`src/rtl/control_subcmd_readarea_pkg.sv`:
```
// Types and address widths shared by the frame-buffer area subcommands
// (fill-area writes a rectangle, read-area streams one back out).
package control_subcmd_readarea_pkg;

  localparam int unsigned DEF_PIXEL_WIDTH     = 64;
  localparam int unsigned DEF_PIXEL_HEIGHT    = 32;
  localparam int unsigned DEF_BYTES_PER_PIXEL = 2;

  // Width of a field that counts 0..n-1, never narrower than one bit.
  function automatic int unsigned clog2_min1(input int unsigned n);
    return (n > 1) ? $clog2(n) : 1;
  endfunction

  localparam int unsigned CW = $clog2(DEF_PIXEL_WIDTH);
  localparam int unsigned RW = $clog2(DEF_PIXEL_HEIGHT);
  localparam int unsigned PW = clog2_min1(DEF_BYTES_PER_PIXEL);

  typedef enum logic [1:0] {
    ST_IDLE      = 2'd0,
    ST_WAIT_DATA = 2'd1,
    ST_PRESENT   = 2'd2,
    ST_DONE_WAIT = 2'd3
  } read_state_e;

endpackage

```
`src/rtl/control_subcmd_readarea_rect_scan_counter.sv`:
```
// Descending row/column/pixel iterator over a rectangle: rows from bottom to
// top, columns right to left, pixel bytes high to low. last marks (y1,x1,0).
module rect_scan_counter
  import control_subcmd_readarea_pkg::*;
#(
  parameter int unsigned COL_W = CW,
  parameter int unsigned ROW_W = RW,
  parameter int unsigned PIX_W = PW,
  parameter int unsigned BPP   = DEF_BYTES_PER_PIXEL
) (
  input  logic             clk,
  input  logic             reset,
  input  logic             load,
  input  logic             step,
  input  logic [COL_W-1:0] x1,
  input  logic [ROW_W-1:0] y1,
  input  logic [COL_W-1:0] width,
  input  logic [ROW_W-1:0] height,
  output logic [ROW_W-1:0] row,
  output logic [COL_W-1:0] column,
  output logic [PIX_W-1:0] pixel,
  output logic             last
);

  localparam logic [PIX_W-1:0] PIX_MAX = PIX_W'(BPP - 1);

  logic [COL_W-1:0] x_lo_q, x_lo_d;
  logic [COL_W-1:0] x_hi_q, x_hi_d;
  logic [ROW_W-1:0] y_lo_q, y_lo_d;
  logic [ROW_W-1:0] row_q, row_d;
  logic [COL_W-1:0] column_q, column_d;
  logic [PIX_W-1:0] pixel_q, pixel_d;

  always_comb begin
    x_lo_d   = x_lo_q;
    x_hi_d   = x_hi_q;
    y_lo_d   = y_lo_q;
    row_d    = row_q;
    column_d = column_q;
    pixel_d  = pixel_q;
    if (load) begin
      // x1+width wraps to 0 when the region touches the right edge, so
      // subtracting one lands back on the last column.
      x_lo_d   = x1;
      y_lo_d   = y1;
      x_hi_d   = x1 + width - COL_W'(1);
      row_d    = y1 + height - ROW_W'(1);
      column_d = x1 + width - COL_W'(1);
      pixel_d  = PIX_MAX;
    end else if (step) begin
      if (pixel_q != '0) begin
        pixel_d = pixel_q - PIX_W'(1);
      end else begin
        pixel_d = PIX_MAX;
        if (column_q == x_lo_q) begin
          column_d = x_hi_q;
          row_d    = row_q - ROW_W'(1);
        end else begin
          column_d = column_q - COL_W'(1);
        end
      end
    end
  end

  always_ff @(posedge clk or posedge reset) begin
    if (reset) begin
      x_lo_q   <= '0;
      x_hi_q   <= '0;
      y_lo_q   <= '0;
      row_q    <= '0;
      column_q <= '0;
      pixel_q  <= '0;
    end else begin
      x_lo_q   <= x_lo_d;
      x_hi_q   <= x_hi_d;
      y_lo_q   <= y_lo_d;
      row_q    <= row_d;
      column_q <= column_d;
      pixel_q  <= pixel_d;
    end
  end

  assign row    = row_q;
  assign column = column_q;
  assign pixel  = pixel_q;
  assign last   = (row_q == y_lo_q) && (column_q == x_lo_q) && (pixel_q == '0);

endmodule

```
`src/rtl/control_subcmd_readarea.sv`:
```
// Read-area subcommand: walks a frame-buffer rectangle and streams each RAM
// byte to the response transmitter over a valid/ready byte interface.
//
// state        | meaning
// -------------+----------------------------------------------------------
// ST_IDLE      | waiting for enable; empty regions finish immediately
// ST_WAIT_DATA | RAM access toggled, latency counter running down
// ST_PRESENT   | byte_out valid, held until byte_ready
// ST_DONE_WAIT | done raised, waiting for controller ack
module control_subcmd_readarea
  import control_subcmd_readarea_pkg::*;
#(
  parameter int unsigned PIXEL_WIDTH      = DEF_PIXEL_WIDTH,
  parameter int unsigned PIXEL_HEIGHT     = DEF_PIXEL_HEIGHT,
  parameter int unsigned BYTES_PER_PIXEL  = DEF_BYTES_PER_PIXEL,
  parameter int unsigned RAM_READ_LATENCY = 1,
  localparam int unsigned COL_W = $clog2(PIXEL_WIDTH),
  localparam int unsigned ROW_W = $clog2(PIXEL_HEIGHT),
  localparam int unsigned PIX_W = clog2_min1(BYTES_PER_PIXEL)
) (
  input  logic             clk,
  input  logic             reset,
  input  logic             enable,
  input  logic             ack,
  input  logic [COL_W-1:0] x1,
  input  logic [ROW_W-1:0] y1,
  input  logic [COL_W-1:0] width,
  input  logic [ROW_W-1:0] height,
  input  logic [7:0]       ram_data_in,
  input  logic             byte_ready,
  output logic [ROW_W-1:0] row,
  output logic [COL_W-1:0] column,
  output logic [PIX_W-1:0] pixel,
  output logic             ram_read_enable,
  output logic             ram_access_start,
  output logic [7:0]       byte_out,
  output logic             byte_valid,
  output logic             busy,
  output logic             done
);

  localparam int unsigned      LAT_W    = clog2_min1(RAM_READ_LATENCY);
  localparam logic [LAT_W-1:0] LAT_INIT = LAT_W'(RAM_READ_LATENCY - 1);

  read_state_e      state_q, state_d;
  logic [LAT_W-1:0] lat_q, lat_d;
  logic             ram_read_enable_q, ram_read_enable_d;
  logic             ram_access_start_q, ram_access_start_d;
  logic [7:0]       byte_out_q, byte_out_d;
  logic             byte_valid_q, byte_valid_d;
  logic             busy_q, busy_d;
  logic             done_q, done_d;

  logic scan_load;
  logic scan_step;
  logic scan_last;

  rect_scan_counter #(
    .COL_W (COL_W),
    .ROW_W (ROW_W),
    .PIX_W (PIX_W),
    .BPP   (BYTES_PER_PIXEL)
  ) u_scan (
    .clk    (clk),
    .reset  (reset),
    .load   (scan_load),
    .step   (scan_step),
    .x1     (x1),
    .y1     (y1),
    .width  (width),
    .height (height),
    .row    (row),
    .column (column),
    .pixel  (pixel),
    .last   (scan_last)
  );

  always_comb begin
    state_d            = state_q;
    lat_d              = lat_q;
    ram_read_enable_d  = ram_read_enable_q;
    ram_access_start_d = ram_access_start_q;
    byte_out_d         = byte_out_q;
    byte_valid_d       = byte_valid_q;
    done_d             = done_q;
    scan_load          = 1'b0;
    scan_step          = 1'b0;
    case (state_q)
      ST_IDLE: begin
        if (enable) begin
          if ((width == '0) || (height == '0)) begin
            done_d  = 1'b1;
            state_d = ST_DONE_WAIT;
          end else begin
            scan_load          = 1'b1;
            ram_read_enable_d  = 1'b1;
            ram_access_start_d = ~ram_access_start_q;
            lat_d              = LAT_INIT;
            state_d            = ST_WAIT_DATA;
          end
        end
      end
      ST_WAIT_DATA: begin
        if (lat_q == '0) begin
          byte_out_d   = ram_data_in;
          byte_valid_d = 1'b1;
          state_d      = ST_PRESENT;
        end else begin
          lat_d = lat_q - LAT_W'(1);
        end
      end
      ST_PRESENT: begin
        if (byte_valid_q && byte_ready) begin
          byte_valid_d = 1'b0;
          if (scan_last) begin
            ram_read_enable_d = 1'b0;
            done_d            = 1'b1;
            state_d           = ST_DONE_WAIT;
          end else begin
            // Address advance and the next RAM strobe share this edge.
            scan_step          = 1'b1;
            ram_access_start_d = ~ram_access_start_q;
            lat_d              = LAT_INIT;
            state_d            = ST_WAIT_DATA;
          end
        end
      end
      ST_DONE_WAIT: begin
        if (ack) begin
          done_d  = 1'b0;
          state_d = ST_IDLE;
        end
      end
      default: state_d = ST_IDLE;
    endcase
    busy_d = (state_d != ST_IDLE);
  end

  always_ff @(posedge clk or posedge reset) begin
    if (reset) begin
      state_q            <= ST_IDLE;
      lat_q              <= '0;
      ram_read_enable_q  <= 1'b0;
      ram_access_start_q <= 1'b0;
      byte_out_q         <= '0;
      byte_valid_q       <= 1'b0;
      busy_q             <= 1'b0;
      done_q             <= 1'b0;
    end else begin
      state_q            <= state_d;
      lat_q              <= lat_d;
      ram_read_enable_q  <= ram_read_enable_d;
      ram_access_start_q <= ram_access_start_d;
      byte_out_q         <= byte_out_d;
      byte_valid_q       <= byte_valid_d;
      busy_q             <= busy_d;
      done_q             <= done_d;
    end
  end

  assign ram_read_enable  = ram_read_enable_q;
  assign ram_access_start = ram_access_start_q;
  assign byte_out         = byte_out_q;
  assign byte_valid       = byte_valid_q;
  assign busy             = busy_q;
  assign done             = done_q;

endmodule

```
`config.mk`:
```
export PLATFORM = sky130hd
export DESIGN_NAME = control_subcmd_readarea
export DESIGN_NICKNAME = d
export VERILOG_FILES = /design/src/rtl/control_subcmd_readarea_pkg.sv /design/src/rtl/control_subcmd_readarea_rect_scan_counter.sv /design/src/rtl/control_subcmd_readarea.sv
export SDC_FILE = /design/constraint.sdc
export NUM_CORES = 1
export LEC_CHECK = 0
export ABC_AREA = 1
export ABC_CLOCK_PERIOD_IN_PS = 5650
export BUFFER_PORTS_ARGS = -buffer_cell sky130_fd_sc_hd__buf_2
export CORE_ASPECT_RATIO = 0.9
export CORE_MARGIN = 2
export CORE_UTILIZATION = 50
export CTS_CLUSTER_SIZE = 12
export DETAILED_ROUTE_END_ITERATION = 10
export GPL_ROUTABILITY_DRIVEN = 0
export GPL_TIMING_DRIVEN = 0
export HOLD_SLACK_MARGIN = 0.02
export PLACE_DENSITY = 0.74
export RECOVER_POWER = 25
export SKIP_LAST_GASP = 1
export SLEW_MARGIN = 20
export SYNTH_ARGS = -nofsm -noshare
export SYNTH_HDL_FRONTEND = slang
export SYNTH_HIERARCHICAL = 1
export SYNTH_SLANG_ARGS = --single-unit
```
`constraint.sdc`:
```
create_clock -name clk -period 5.65 [get_ports clk]
set_input_delay 0.2825 -clock clk [delete_from_list [all_inputs] [get_ports clk]]
set_output_delay 0.2825 -clock clk [all_outputs]
set_load 0.1 [all_outputs]
```
Word level (Yosys, flattened, before mapping)

Index checks and enable logic that the tools add are counted.

Flip-flop bits (word level): 45
Bits in latches: 0
Logic and storage cells: 110
Output and inout bits: 25
RAM bits: 0
Input bits: 35
Bits in read-only memories: 0
Memories kept: 0

Muxes and demuxes: 49
Shift operators: 0
Eq/ne operators: 14
$add $sub $neg: 8
$mul: 0
$lt $le $gt $ge: 0
Div/mod/pow operators: 0
Reductions and logical operators: 22
Bitwise gates (word level): 3

Operator list:

| operator                                                            | count |
|---|---|
| 1-bit 2-to-1 mux                                                    | 29 |
| 6-bit 2-to-1 mux                                                    | 4 |
| 5-bit 2-to-1 mux                                                    | 4 |
| 2-bit != test (second input constant)                               | 9 |
| 5-bit AND reduction                                                 | 3 |
| 2-bit 2-to-1 mux                                                    | 6 |
| 6-bit by 1-bit subtractor with 6-bit output (second input constant) | 2 |
| 2-bit nonzero test                                                  | 5 |
| 5-bit by 1-bit subtractor with 5-bit output (second input constant) | 2 |
| 2-bit case mux with 4 select lines                                  | 1 |
| 6-bit adder                                                         | 1 |
| 6-bit equality test                                                 | 1 |
| 6-bit logical NOT                                                   | 1 |
| 1-bit case mux with 2 select lines                                  | 3 |
| 1-bit case mux with 3 select lines                                  | 2 |
| 3-bit AND reduction                                                 | 2 |
| 6-bit AND reduction                                                 | 1 |
| 3-bit nonzero test                                                  | 2 |
| 5-bit adder                                                         | 1 |
| 5-bit equality test                                                 | 1 |
| 5-bit logical NOT                                                   | 1 |
| 2-bit equality test (second input constant)                         | 2 |
| 2-bit AND reduction                                                 | 2 |
| 1-bit logical AND                                                   | 3 |
| other kinds (5)                                                     | 8 |

Logic depth before layout (Yosys ltp)

Word-level depth: 8
Mapped depth: 14
Gate-level depth less buffers: 14

Cells and area by module

Netlist, hierarchy kept.

By module, submodules not included:

| module                  | area each (µm²) | seq. area each (µm²) | instances | cells each |
|---|---|---|---|---|
| rect_scan_counter       | 2,178.3         | 725.7                | 1         | 303 |
| control_subcmd_readarea | 720.7           | 375.4                | 1         | 98 |

Worst setup path before layout

Ideal clock, no wire load.

Path kind: flip-flop to flip-flop
Start: register u_scan.column_q[3] (netlist: u_scan/column[3])
End: register u_scan.row_q[3] (netlist: u_scan/row[3])
Path slack: 2.765 ns
Path buffers: 0
Cell stages (with the launch flop): 15
Clock period less this slack: 2.885 ns
Data arrival time: 2.762 ns
Cell sequence: dfrtp_1 -> inv_1 -> nand2_1 -> nand2_1 -> nor2_4 -> nand3_4 -> nor3_1 -> or2_1 -> nor2_1 -> a21oi_2 -> inv_1 -> nand2_4 -> clkinv_4 -> nand2_1 -> o21ai_2

Longest elaborated chain between the ends: 8

RTL lines:

| element                        | RTL line                                        | text |
|---|---|---|
| start: declaration             | control_subcmd_readarea_rect_scan_counter.sv:31 | `logic [COL_W-1:0] column_q, column_d;` |
| start signal: assignment       | control_subcmd_readarea_rect_scan_counter.sv:78 | `column_q <= column_d;` |
| 6-bit equality test            | control_subcmd_readarea_rect_scan_counter.sv:86 | `assign last = (row_q == y_lo_q) && (column_q == x_lo_q) && (pixel_q == '0);` |
| 1-bit logical AND (2 in a row) | control_subcmd_readarea_rect_scan_counter.sv:86 |  |
| named net scan_last            | control_subcmd_readarea.sv:56                   | `logic scan_last;` |
| 1-bit 2-to-1 mux               | control_subcmd_readarea.sv:115                  | `if (scan_last) begin` |
| 1-bit 2-to-1 mux               | control_subcmd_readarea.sv:113                  | `if (byte_valid_q && byte_ready) begin` |
| 1-bit 2-to-1 mux               | control_subcmd_readarea.sv:88                   | `case (state_q)` |
| named net scan_step            | control_subcmd_readarea.sv:55                   | `logic scan_step;` |
| 2-bit nonzero test (no line)   | --                                              |  |
| 3-bit AND reduction (no line)  | --                                              |  |
| end signal: assignment         | control_subcmd_readarea_rect_scan_counter.sv:77 | `row_q <= row_d;` |
| end: declaration               | control_subcmd_readarea_rect_scan_counter.sv:30 | `logic [ROW_W-1:0] row_q, row_d;` |

The timed path passes the listed nets, and every way through them passes these cells.
A chain may end at the register's enable or synchronous reset.

Worst setup path after layout

Start: register u_scan.column_q[0] (netlist: u_scan/column[0])
End: register u_scan.row_q[3] (netlist: u_scan/row[3])

Same word-level chain as after synthesis.

==> summary.md <==
| Metric | Value |
|---|---|
| Pins over their slew limit | `0` |
| PostCTS Resize Cnt | `0` |
| Vias in the first global route | `between 2000 and 2500` |
| Initial Util | `0.515` |
| Max FO, Critical Path | `10` |
| Post-CTS Setup Inserts | `0` |
| Hold Path Class | `primary input to asynchronous set/reset pin` |
| Cts bufs inserted | `5` |
| CTS Sinks | `44` |
| Fill count | `554` |
| Die area | `roughly 6400 µm²` |
| Dpl hpwl | `approximately 4.9 mm` |
| Via density | `4.88` |
| # DRC | `0` |
| R2R depth | `14` |
| Layout overhead on the synthesized area | `17.0%` |
| Final Hold Vio Count | `0` |
| Reg-to-Reg End | `u_scan/row[3]$_DFFE_PP0P_` |
| Mapped Area | `~2900 µm²` |
| Drt pass-1 iters | `4` |
| Setup Viol. Count Final | `0` |
| WL per Instance | `between 10 and 15 µm` |
| CP arrival | `roughly 2.8 ns` |
| Synth Net Count | `456` |
| Most frequent cells in the layout | `128 x nand2_1, 75 x inv_1, 60 x buf_2` |
| Pre-CTS setup slack | `3.06 ns` |
| Cell Rows | `26` |
| Max cap viols | `0` |
| Final critical-path share of the clock period | `0.465` |
| Global-route wire length before repair | `roughly 11 mm` |
| Syn avg cell area | `roughly 7.2 µm²` |
| H-tree levels | `2` |
| Post-CTS Hold Fix Bufs | `0` |
| Share of cells above drive strength 1 | `0.190` |
| Top Ports | `60` |
| CTS tree | `built` |
| Setup total negative slack | `0 ns` |
| Largest net degree at the start of global routing | `30` |
| Total track usage | `0.202` |
| Post-synthesis sequential area ratio | `0.380` |
| Worst slew pin tran | `between 1 and 1.5 ns` |
| Synth top area cells | `dfrtp_1 38%, nand2_1 17%, inv_1 9.7%` |
| Die Y | `roughly 76 µm` |
| Final critical-path required period | `~2.6 ns` |
| Root Buffer | `clkbuf_8` |
| Outcome | `completed` |
| Port Buffers | `slightly below 60` |
| Final setup margin | `~3.0 ns` |
| Worst R2R Start | `u_scan/column[0]$_DFFE_PP0P_` |
| Most used cell, CP | `nand2_1` |
| Worst Clk Skew | `roughly 0.013 ns` |
| GR Overflow Total | `0` |
| Die X | `around 84 µm` |
| Crit path largest cell delay | `between 0.4 and 0.5 ns` |
| Synthesized instance count | `~400` |
| Yosys top cell by area | `dfrtp_1` |
| Slew Limit Headroom | `0.269` |
| Yosys warnings | `6` |
| Skew-Pair Late Insertion Delay | `around 0.3 ns` |
| Initial drt markers | `approximately 160` |
| RSZ-0062 raised after global routing | `false` |
| CP Class | `flop to flop` |
| Post-DRT Antenna Nets | `0` |
| Final WL | `~6.1 mm` |
| Crit path launch type | `flop` |
| CTS max path bufs | `2` |
| Initial antenna violation count | `0` |
| Core area | `5630 µm²` |
| Reg2Reg Setup Slack | `3.02 ns` |
| Yosys top cell area share | `0.380` |
| Slowest cell on the critical path | `dfrtp_1` |
| Setup crit end kind | `flop` |
| Critical Path RT | `approximately 6 ns` |
| Leading cell type in the layout, fill and taps excluded | `nand2_1` |
| Clock-pin slew on the worst setup and hold paths | `0.08 ns` |
| Fmax | `between 300 and 400 MHz` |
| Ant diodes | `0` |
| Register bit total from synthesis | `44` |
| Netlist cell types | `33` |
| Worst-path cell chain | `inv_2 -> nand2_1 -> nand2_1 -> nor2_4 -> nand3_4 -> nor3_1 -> or2_1 -> nor2_1 -> a21oi_2 -> inv_1 -> nand2_4 -> clkinv_4 -> nand2_1 -> o21ai_2` |
| Nets | `about 520` |
| Via count | `between 2000 and 3000` |
how the worst max path moves through the flow:
| stage | startpoint | end | slack [ns] | depth (start not counted) |
|---|---|---|---|---|
| 6_report | u_scan/column[0]$_DFFE_PP0P_ | u_scan/row[3]$_DFFE_PP0P_ | 3.02 | 14 |
| 5_1_grt | u_scan/column[3]$_DFFE_PP0P_ | u_scan/row[3]$_DFFE_PP0P_ | 2.81 | 14 |
| 4_1_cts | u_scan/column[2]$_DFFE_PP0P_ | u_scan/row[3]$_DFFE_PP0P_ | 3.03 | 14 |
| 3_5_place_dp | u_scan/column[0]$_DFFE_PP0P_ | u_scan/row[3]$_DFFE_PP0P_ | 3.06 | 14 |
| 3_3_place_gp | u_scan/column[2]$_DFFE_PP0P_ | u_scan/row[3]$_DFFE_PP0P_ | 3.09 | 14 |
| 2_1_floorplan | u_scan/column[3]$_DFFE_PP0P_ | u_scan/row[3]$_DFFE_PP0P_ | 2.77 | 14 |
layer usage:
| metal | vias up | GRT usage | wire length [µm] |
|---|---|---|---|
| met5 | - | 0 | 0 |
| met4 | 0 | 0.0484 | 38 |
| met3 | 5 | 0.0336 | 351 |
| met2 | 64 | 0.317 | 2690 |
| met1 | 1180 | 0.293 | 3020 |
| li1 | 1374 | - | - |
worst max-delay path, delay by kind of cell, from the launching register on:
kind | cells | cell delay, ns
flops | 1 | 0.45
buf+inv | 3 | 0.39
simple gates | 9 | 1.29
compound gates | 2 | 0.39
registers in the layout, indices dropped and copies added (netlist names):
signal	cells
byte_out	8
u_scan/column	6
u_scan/x_hi_q	6
u_scan/x_lo_q	6
u_scan/row	5
u_scan/y_lo_q	5
state_q	2
busy	1
byte_valid	1
done	1
ram_access_start	1
ram_read_enable	1
u_scan/pixel	1
logic make-up after synthesis:
family | Yosys count | synth area share
XOR/XNOR | 10 | 0.0302
AO/OA/AOI/OAI | 40 | 0.0786
flip-flops | 44 | 0.380
buffers and inverters | 87 | 0.116
adder cells (fa/ha/maj) | 20 | 0.0915
AND/OR/NAND/NOR | 200 | 0.304
layout make-up:
class                   count  area [µm²]  share of cell area
plain buffers               6        26.3             0.00775
clock buffers               5        68.8              0.0203
clock inverters             3        42.5              0.0125
inverters                  81         309              0.0911
multi-input cells         270        1460               0.431
flip-flops and latches     44        1100               0.325
well taps                  70        87.6              0.0258
repair buffers             59         294              0.0867
per-stage QoR:
step	utilization	hold WS [ns]	cell area, µm²	std cells
2_1_floorplan	-	0.184	2900	401
3_3_place_gp	0.583	0.368	3280	530
3_5_place_dp	0.583	0.382	3280	530
4_1_cts	0.603	0.0550	3390	538
5_1_grt	0.603	0.0861	3390	538
6_report	0.603	0.0215	3390	538
synthesized netlist by cell type, drive strengths merged:
master  instances
a21oi           8
a31oi           1
buf             4
clkbuf          2
clkinv          1
dfrtp          44
fa              2
ha             18
inv            80
nand2         133
nand3          28
nand3b          2
nand4           7
nor2           27
nor3            1
o211ai          1
o21ai          25
o21bai          2
o22ai           3
or2             2
xnor2           4
xor2            6
Power is left out: the tool's default activity adds up to more than one toggle a clock period on the data nets, which glitch-free logic cannot reach.
